===== src/rtl/uart_tx_arbiter.sv =====
// uart_tx_arbiter
//   Shares one UART transmitter between NumReq byte sources. Round-robin
//   arbitration with message locking: the winner keeps the transmitter until
//   it hands over a byte flagged Last. One byte is held in the output register.
//
//   Optional feature macro: UART_ARB_TIMEOUT_EN
//     When defined, a locked owner that stays idle for LockTimeout LOCK cycles
//     loses the grant. When undefined, LOCK waits indefinitely.
//
// Parameters
//   NumReq      number of requesters (>= 2)
//   LockTimeout idle LOCK cycles tolerated before revoking the grant (>= 1)
//
// Ports
//   Clock     in   rising-edge clock
//   Reset     in   asynchronous active-high reset
//   ReqData   in   [8*NumReq] byte i in bits [8i+7:8i]
//   ReqValid  in   [NumReq]   requester i offers a byte
//   ReqLast   in   [NumReq]   offered byte ends requester i's message
//   ReqReady  out  [NumReq]   byte accepted when ReqValid[i] && ReqReady[i]
//   Grant     out  [NumReq]   one-hot current owner, zero when idle
//   TxData    out  [8]        transmitter DataIn
//   TxValid   out             transmitter DataInValid
//   TxReady   in              transmitter DataInReady
//   Busy      out             arbiter not idle
module uart_tx_arbiter #(
  parameter int unsigned NumReq      = 4,
  parameter int unsigned LockTimeout = 1024
) (
  input  logic                  Clock,
  input  logic                  Reset,
  input  logic [8*NumReq-1:0]   ReqData,
  input  logic [NumReq-1:0]     ReqValid,
  input  logic [NumReq-1:0]     ReqLast,
  output logic [NumReq-1:0]     ReqReady,
  output logic [NumReq-1:0]     Grant,
  output logic [7:0]            TxData,
  output logic                  TxValid,
  input  logic                  TxReady,
  output logic                  Busy
);

  localparam int unsigned PtrW = $clog2(NumReq);

  typedef enum logic [1:0] {
    StIdle = 2'd0,
    StLock = 2'd1,
    StSend = 2'd2
  } state_e;

  state_e              state_q;
  logic [PtrW-1:0]     ptr_q;
  logic [PtrW-1:0]     gidx_q;
  logic [NumReq-1:0]   grant_q;
  logic [7:0]          tx_data_q;
  logic                tx_valid_q;
  logic                last_q;

  logic [7:0]          req_byte [NumReq];
  logic                win_found_d;
  logic [PtrW-1:0]     win_idx_d;
  logic [PtrW-1:0]     cand_idx;
  int unsigned         cand_sum;
  logic [PtrW-1:0]     ptr_next;

`ifdef UART_ARB_TIMEOUT_EN
  localparam int unsigned CntW = $clog2(LockTimeout) + 1;
  logic [CntW-1:0]     idle_cnt_q;
`else
  // Parameter stays in the interface so overrides work in either build.
  logic                unused_lock_timeout;
  assign unused_lock_timeout = |LockTimeout;
`endif

  always_comb begin
    for (int unsigned i = 0; i < NumReq; i++) begin
      req_byte[i] = ReqData[8*i +: 8];
    end
  end

  // First valid requester at or after ptr_q, searching upward modulo NumReq.
  always_comb begin
    win_found_d = 1'b0;
    win_idx_d   = '0;
    cand_sum    = 0;
    cand_idx    = '0;
    for (int unsigned i = 0; i < NumReq; i++) begin
      cand_sum = 32'(ptr_q) + i;
      if (cand_sum >= NumReq) begin
        cand_sum = cand_sum - NumReq;
      end
      cand_idx = PtrW'(cand_sum);
      if (!win_found_d && ReqValid[cand_idx]) begin
        win_found_d = 1'b1;
        win_idx_d   = cand_idx;
      end
    end
  end

  assign ptr_next = (gidx_q == PtrW'(NumReq - 1)) ? '0 : gidx_q + 1'b1;

  always_ff @(posedge Clock or posedge Reset) begin
    if (Reset) begin
      state_q    <= StIdle;
      ptr_q      <= '0;
      gidx_q     <= '0;
      grant_q    <= '0;
      tx_data_q  <= '0;
      tx_valid_q <= 1'b0;
      last_q     <= 1'b0;
`ifdef UART_ARB_TIMEOUT_EN
      idle_cnt_q <= '0;
`endif
    end else begin
      case (state_q)
        StIdle: begin
          if (win_found_d) begin
            grant_q <= NumReq'(1) << win_idx_d;
            gidx_q  <= win_idx_d;
            state_q <= StLock;
`ifdef UART_ARB_TIMEOUT_EN
            idle_cnt_q <= '0;
`endif
          end
        end
        StLock: begin
          if (ReqValid[gidx_q]) begin
            tx_data_q  <= req_byte[gidx_q];
            last_q     <= ReqLast[gidx_q];
            tx_valid_q <= 1'b1;
            state_q    <= StSend;
`ifdef UART_ARB_TIMEOUT_EN
            idle_cnt_q <= '0;
          end else if (idle_cnt_q == CntW'(LockTimeout - 1)) begin
            // This cycle is the LockTimeout-th idle one: revoke the grant.
            grant_q    <= '0;
            ptr_q      <= ptr_next;
            state_q    <= StIdle;
            idle_cnt_q <= '0;
          end else begin
            idle_cnt_q <= idle_cnt_q + 1'b1;
`endif
          end
        end
        StSend: begin
          if (TxReady) begin
            tx_valid_q <= 1'b0;
            if (last_q) begin
              grant_q <= '0;
              ptr_q   <= ptr_next;
              state_q <= StIdle;
            end else begin
              state_q <= StLock;
            end
          end
        end
        default: begin
          state_q <= StIdle;
        end
      endcase
    end
  end

  // Derived from registered state only, never from ReqValid.
  assign ReqReady = (state_q == StLock) ? grant_q : '0;
  assign Grant    = grant_q;
  assign TxData   = tx_data_q;
  assign TxValid  = tx_valid_q;
  assign Busy     = (state_q != StIdle);

endmodule


===== config.mk =====
export PLATFORM = sky130hd
export DESIGN_NAME = uart_tx_arbiter
export DESIGN_NICKNAME = d
export VERILOG_FILES = /design/src/rtl/uart_tx_arbiter.sv
export SDC_FILE = /design/constraint.sdc
export NUM_CORES = 1
export LEC_CHECK = 0
export ABC_AREA = 1
export BUFFER_PORTS_ARGS = -buffer_cell sky130_fd_sc_hd__buf_2
export CORE_MARGIN = 3
export CORE_UTILIZATION = 30
export CTS_CLUSTER_SIZE = 24
export DETAILED_ROUTE_END_ITERATION = 8
export PLACE_DENSITY = 0.54
export SLEW_MARGIN = 20
export SYNTH_ARGS = -nofsm -noshare
export SYNTH_HDL_FRONTEND = slang
export SYNTH_SLANG_ARGS = --single-unit
export TNS_END_PERCENT = 5

===== constraint.sdc =====
create_clock -name Clock -period 1.7 [get_ports Clock]
set_input_delay 0.085 -clock Clock [delete_from_list [all_inputs] [get_ports Clock]]
set_output_delay 0.085 -clock Clock [all_outputs]
set_load 0.02 [all_outputs]

==> results of run 1 <==
## cells by family after synthesis
group | share of synthesized area (%)
simple gates | 36.46
compound gates | 14.09
buf+inv | 9.633
flops | 31.85
mux | 7.166
fa+ha+maj | 0.7961
## Yosys cell counts
master and instances:
clkbuf_1 1, ha_1 1, o21ai_0 12, o21ai_1 3
o32ai_1 9, buf_2 3, nor2_1 37, o211a_1 1
inv_2 5, inv_1 18, nand2_4 5, a21boi_2 1
nor2_4 2, nand3_2 3, clkbuf_2 1, nand4_2 1
mux2_4 6, nand3_1 10, buf_4 1, nor3_1 1
nand2_1 47, mux2_2 2, nand2_2 10, dfrtp_1 20
o211ai_2 1, a21oi_1 5, nand4_1 1, buf_6 3
nor2_2 2, o21ai_2 1
## through the flow
step                      setup WS [ns]  hold slack (ns)
after detailed placement         0.1810           0.1305
after floorplan                  0.2775          0.04883
after global placement           0.1892           0.1268
final                            0.1967           0.1713
after CTS                        0.1630           0.1742
after global routing            0.01180           0.2240
## final timing paths
| check | slack (ns) | endpoint |
|---|---|---|
| min reg2reg | 0.50 | Grant[0] |
| max reg2reg | 0.20 | Grant[1] |
| max in group asynchronous | 1.10 | gidx_q[0] |
| min in group asynchronous | 0.39 | Grant[0] |
| max | 0.20 | Grant[1] |
| min | 0.17 | state_q[1] |
## routing by layer
metal	up-vias	track usage, %	part of all wire, %
met5	-	0	0
met2	42	22.60	44
met3	5	2.523	5.8
met1	652	17.13	49
li1	819	-	-
met4	0	4.196	1.4
## sequential cells by signal (all words and copies together) (netlist names)
signal / cells
ptr_q: 2
last_q: 1
state_q: 2
TxValid: 1
gidx_q: 2
TxData: 8
Grant: 4
## power by group
group	internal [mW]	switching, mW	total, mW
clock network	0.158	0.147	0.305
registers	0.707	0.174	0.881
logic	1.08	1.59	2.67
## layout by cell type, fill, tap and decap left out, types with 2 or more instances in the layout
cell type | synthesis | routed
o21ai_1 | 3 | 3
nand3_1 | 10 | 10
mux2_2 | 2 | 2
clkbuf_8 | 0 | 3
o32ai_1 | 9 | 9
nor2_4 | 2 | 2
buf_2 | 3 | 60
nand3_2 | 3 | 3
buf_4 | 1 | 7
a21oi_1 | 5 | 5
nand2_1 | 47 | 47
inv_1 | 18 | 18
o21ai_0 | 12 | 12
mux2_4 | 6 | 6
nand2_2 | 10 | 10
dfrtp_1 | 20 | 20
nor2_1 | 37 | 37
nand2_4 | 5 | 5
inv_2 | 5 | 5
nor2_2 | 2 | 2
## final cells by class
class	instances	area (um^2)
multi-input cells	161	919.6
flip-flops and latches	20	500.5
fillers	520	2865
well taps	67	83.83
inverters	23	86.33
clock buffers	3	41.29
repair buffers	69	382.9
## worst max-delay path, cell delays in order, from the launching register on
cell	delay, ns
dfrtp_1	0.41
inv_2	0.18
nand2_1	0.12
nand2_4	0.12
nand2_2	0.05
nand2_2	0.09
nand2_2	0.06
nand2_1	0.05
nand2_1	0.05
nand2_2	0.10
nor2_2	0.05
nand2_1	0.06
nand2_1	0.05
==> results.yml, run 1 <==
detailed_routing:
  detail-route-antenna-nets: 0
  routed_wl_mm: 3.726
  wl_per_cell_um: 10.86
  dr.pass1.iters: 4
  viasPerCell: 4.426
  via_count: 1518
  drcViolationCount: 0
  drt_iter0_markers: 31
grt:
  antenna_found_initial: 0
  grt_overflow: 0
  grt_use_total_pct: 13.34
  grt_pass1_vias: 1523
  grt_max_degree: 21
  grt_pass1_wl_mm: 6.686
place:
  io_buffers: 60
  dp.cells: 339
  globalplace.congestion: 0.8612
  dpl_cell_area_mm2: 0.001963
  dp_hpwl_mm: 3.042
run:
  drv_cap: 0
yosys:
  syn-cell-area_mm2: 0.001572
  ys_seq_elements: 20
  yosysWarnings: 0
  synth_top_cell_by_area: "dfrtp_1"
  yosysTopAreaCellShare_pct: 31.85
  synth.area.top_cells: "dfrtp_1 32%, nand2_1 11%, nor2_1 8.8%, mux2_4 5.7%, o32ai_1 5.0%"
  syn_inst: 213
  syn_avg_cell_area_um2: 7.378
  syn-num-nets: 257
  ys_types: 30
  seq_area_frac_synth_pct: 31.85
pwr:
  power.density_mw_per_mm2: 1916
  p_leak_nw: 1.091
  power_mw: 3.859
  ir_worst_vdd_v: 0.0006068
timing:
  finClkSkew_ns: 0.002228
  fin_tns_setup_ns: 0
  hold_viol_final: 0
  relSlewSlack_pct: 76.00
  fmax_mhz: 665.2
  final-setup-viol-count: 0
  worst_pin_slew_ns: 0.3586
  maxSlewViolCount: 0
  grt_setup_unrepaired: "false"
  period_share_pct: 88.43
  fin_crit_ns: 1.503
finish:
  drive_gt1_share_pct: 39.86
  fin_util_pct: 41.28
  nNetsFinal: 322
  areaGrowthSynthToFinish_pct: 28.18
  fin_cells: 343
  stdcell_area_mm2: 0.002014
  diodes: 0
floorplan:
  ios: 61
  die_h_um: 78.38
  coreArea_mm2: 0.004880
  rows: 25
  dieArea_mm2: 0.006143
  die_x_um: 78.38
  initial_core_util_pct: 32.21
critical_path:
  cp_max_fo: 11
  arrival_ns: 1.65
  worstSetupStartpoint: "ptr_q[0]"
  r2r_cells: 12
  r2r_start: "ptr_q[0]"
  crit_path_end_kind: "flip-flop"
  start_kind: "flip-flop"
  crit_type: "reg2reg"
  required_ns: 1.85
status:
  status: "finished clean"
clock_network:
  cts_sinks: 20
  postCtsSetupBuffers: 0
  cts_made_buffers: 3
  cts_htree_levels: 1
  cts_buffer_depth: 2
  postCtsHoldBufs: 1
  clk-insertion-delay-late_ns: 0.26
  tritoncts: "yes"
  cts_root_buffer: "clkbuf_8"
  cts_resized: 0
  clk_pin_slew_ns: 0.07
hold_path:
  min_path_cells: 4
  hp-class: "in2reg"
  hp-start: "TxReady"
No activity file was read; power rests on OpenSTA's default activity.
==> inputs of run 2 (changes only) <==
- CORE_MARGIN: 3 -> 1.5
==> run 2 against run 1 <==
Against the previous run:
- fmax rose by 0.49%
- core utilization shrank 1.6 points
- flip-flop and latch count did not move
- final cell count rose by 0.87%
- largest cell class unchanged
- clock power rose by 19%
- die area fell by 7.5%
- global-route usage up 1.2 points
- via count increased by 1.8%
==> results.yml, run 2 (synthesized netlist as in run 1, its figures left out) <==
critical_path:
  required_ns: 1.85
  slowest_stage: "dfrtp_1"
  arrival_ns: 1.65
  max_stage_delay_ns: 0.41
  crit_path_end_kind: "flip-flop"
  path_cells: "inv_2, nand2_1, nand3_1, nand2_4, nor2_4, nand3_2, nand2_4, inv_2, nand3_1, nand2_1"
  crit_type: "reg2reg"
  cp_max_fo: 11
  start_kind: "flip-flop"
timing:
  relSlewSlack_pct: 75.85
  finClkSkew_ns: 0.002412
  fin_crit_ns: 1.496
  hold_viol_final: 0
  period_share_pct: 88.00
  fin_tns_setup_ns: 0
  fmax_mhz: 668.4
  final-setup-viol-count: 0
  maxSlewViolCount: 0
  grt_setup_unrepaired: "false"
  worst_pin_slew_ns: 0.3609
floorplan:
  coreArea_mm2: 0.005075
  ios: 61
  die_x_um: 75.38
  rows: 26
  initial_core_util_pct: 30.97
  die_h_um: 75.38
  dieArea_mm2: 0.005681
clock_network:
  postCtsSetupBuffers: 0
  cts_root_buffer: "clkbuf_8"
  cts_htree_levels: 1
  clk_pin_slew_ns: 0.08
  tritoncts: "yes"
  clk-insertion-delay-late_ns: 0.25
  cts_sinks: 20
  cts_made_buffers: 3
  cts_buffer_depth: 2
finish:
  layout_common_cells: "60 x buf_2, 47 x nand2_1, 37 x nor2_1, 20 x dfrtp_1, 18 x inv_1"
  final_common_cell: "buf_2"
  nNetsFinal: 321
  areaGrowthSynthToFinish_pct: 28.03
  diodes: 0
  nFillCells: 574
  largest_reg_flops: 8
  fin_cells: 346
  drive_gt1_share_pct: 39.86
detailed_routing:
  drt-met1-wl_mm: 1.880
  wl_met3_um: 237
  routed_wl_mm: 3.704
  via_count: 1546
  routed.top_layer: "met4"
  dr.pass1.iters: 4
  drt_iter0_markers: 52
  drcViolationCount: 0
  wl_per_cell_um: 10.71
  viasPerCell: 4.468
  wl_met2_mm: 1.560
  detail-route-antenna-nets: 0
pwr:
  switching_share_pct: 49.64
  p_sw_mw: 1.921
  p_leak_nw: 1.087
  clkPwrFrac_pct: 9.4
  ir_worst_vdd_v: 0.0007777
  cellInternalPower_mw: 1.949
  power.density_mw_per_mm2: 1923
  power.share.combinational_pct: 67.7
  seqPwrFrac_pct: 22.9
grt:
  grt_overflow: 0
  grt_use_total_pct: 14.57
  antenna_found_initial: 0
  grt_pass1_vias: 1461
  grt_max_degree: 21
  grt_pass1_wl_mm: 6.410
place:
  dp_hpwl_mm: 2.979
  io_buffers: 60
  dp.cells: 341
  globalplace.congestion: 0.7976
run:
  drv_cap: 0
status:
  status: "finished clean"
hold_path:
  hp-class: "in2reg"
==> run 2: changes by cell type in the layout (fill, tap and decap cells not counted) <==
| cell | before | now |
|---|---|---|
| buf_12 | 1 | 0 |
| clkbuf_8 | 3 | 4 |
==> run 2: metrics by stage <==
step	hold slack [ns]	total power [mW]	utilization, %	setup WS (ns)	area (um^2)
after floorplan	0.04883	3.004	-	0.2775	1572
after global placement	0.1261	3.531	38.36	0.1973	1947
after detailed placement	0.1281	3.536	38.36	0.1819	1947
after CTS	0.1666	3.915	39.65	0.1809	2012
after global routing	0.2321	4.252	39.65	0.04887	2012
final	0.1737	3.870	39.65	0.2040	2012
==> run 2: worst max-delay path: cells and delay by family, from the launching register on <==
kind          cells  cell delay (ns)
simple gates      8             0.74
buf+inv           2             0.22
flops             1             0.41
==> run 2: final timing paths <==
path,start,endpoint,slack [ns],depth (start not counted)
worst max register to register,ptr_q[0],Grant[0],0.20,10
worst min-delay path,TxReady,state_q[1],0.17,4
max in group asynchronous,Reset,gidx_q[1],1.10,4
worst min register to register,Grant[0],Grant[0],0.51,2
worst max-delay path,ptr_q[0],Grant[0],0.20,10
min in group asynchronous,Reset,TxData[0],0.39,4
==> run 2: routing by layer <==
layer  vias up  track usage, %
li1        816               -
met1       672           20.58
met2        56           22.51
met3         2           2.513
met4         0           5.159
met5         -               0
==> run 2: area by class of cell <==
| cell class | count | area, um^2 | share of cell area (%) |
|---|---|---|---|
| clock buffers | 4 | 55.05 | 2.736 |
| inverters | 23 | 86.33 | 4.291 |
| multi-input cells | 161 | 919.6 | 45.71 |
| flip-flops and latches | 20 | 500.5 | 24.88 |
| well taps | 70 | 87.58 | 4.353 |
| repair buffers | 68 | 362.8 | 18.03 |
==> run 2: power groups by stage <==
stage | combinational [mW] | sequential [mW] | clock, mW
5_1_grt | 2.94 | 0.922 | 0.394
2_1_floorplan | 1.98 | 1.02 | 0
3_5_place_dp | 2.65 | 0.890 | 0
4_1_cts | 2.66 | 0.887 | 0.372
6_report | 2.62 | 0.886 | 0.364
3_3_place_gp | 2.64 | 0.889 | 0
==> run 2: repair_timing <==
action	in CTS	in global routing
gates resized for setup	0	0
hold buffers	1	0
endpoints found under the hold margin	20	0
endpoints found under the setup margin	0	0
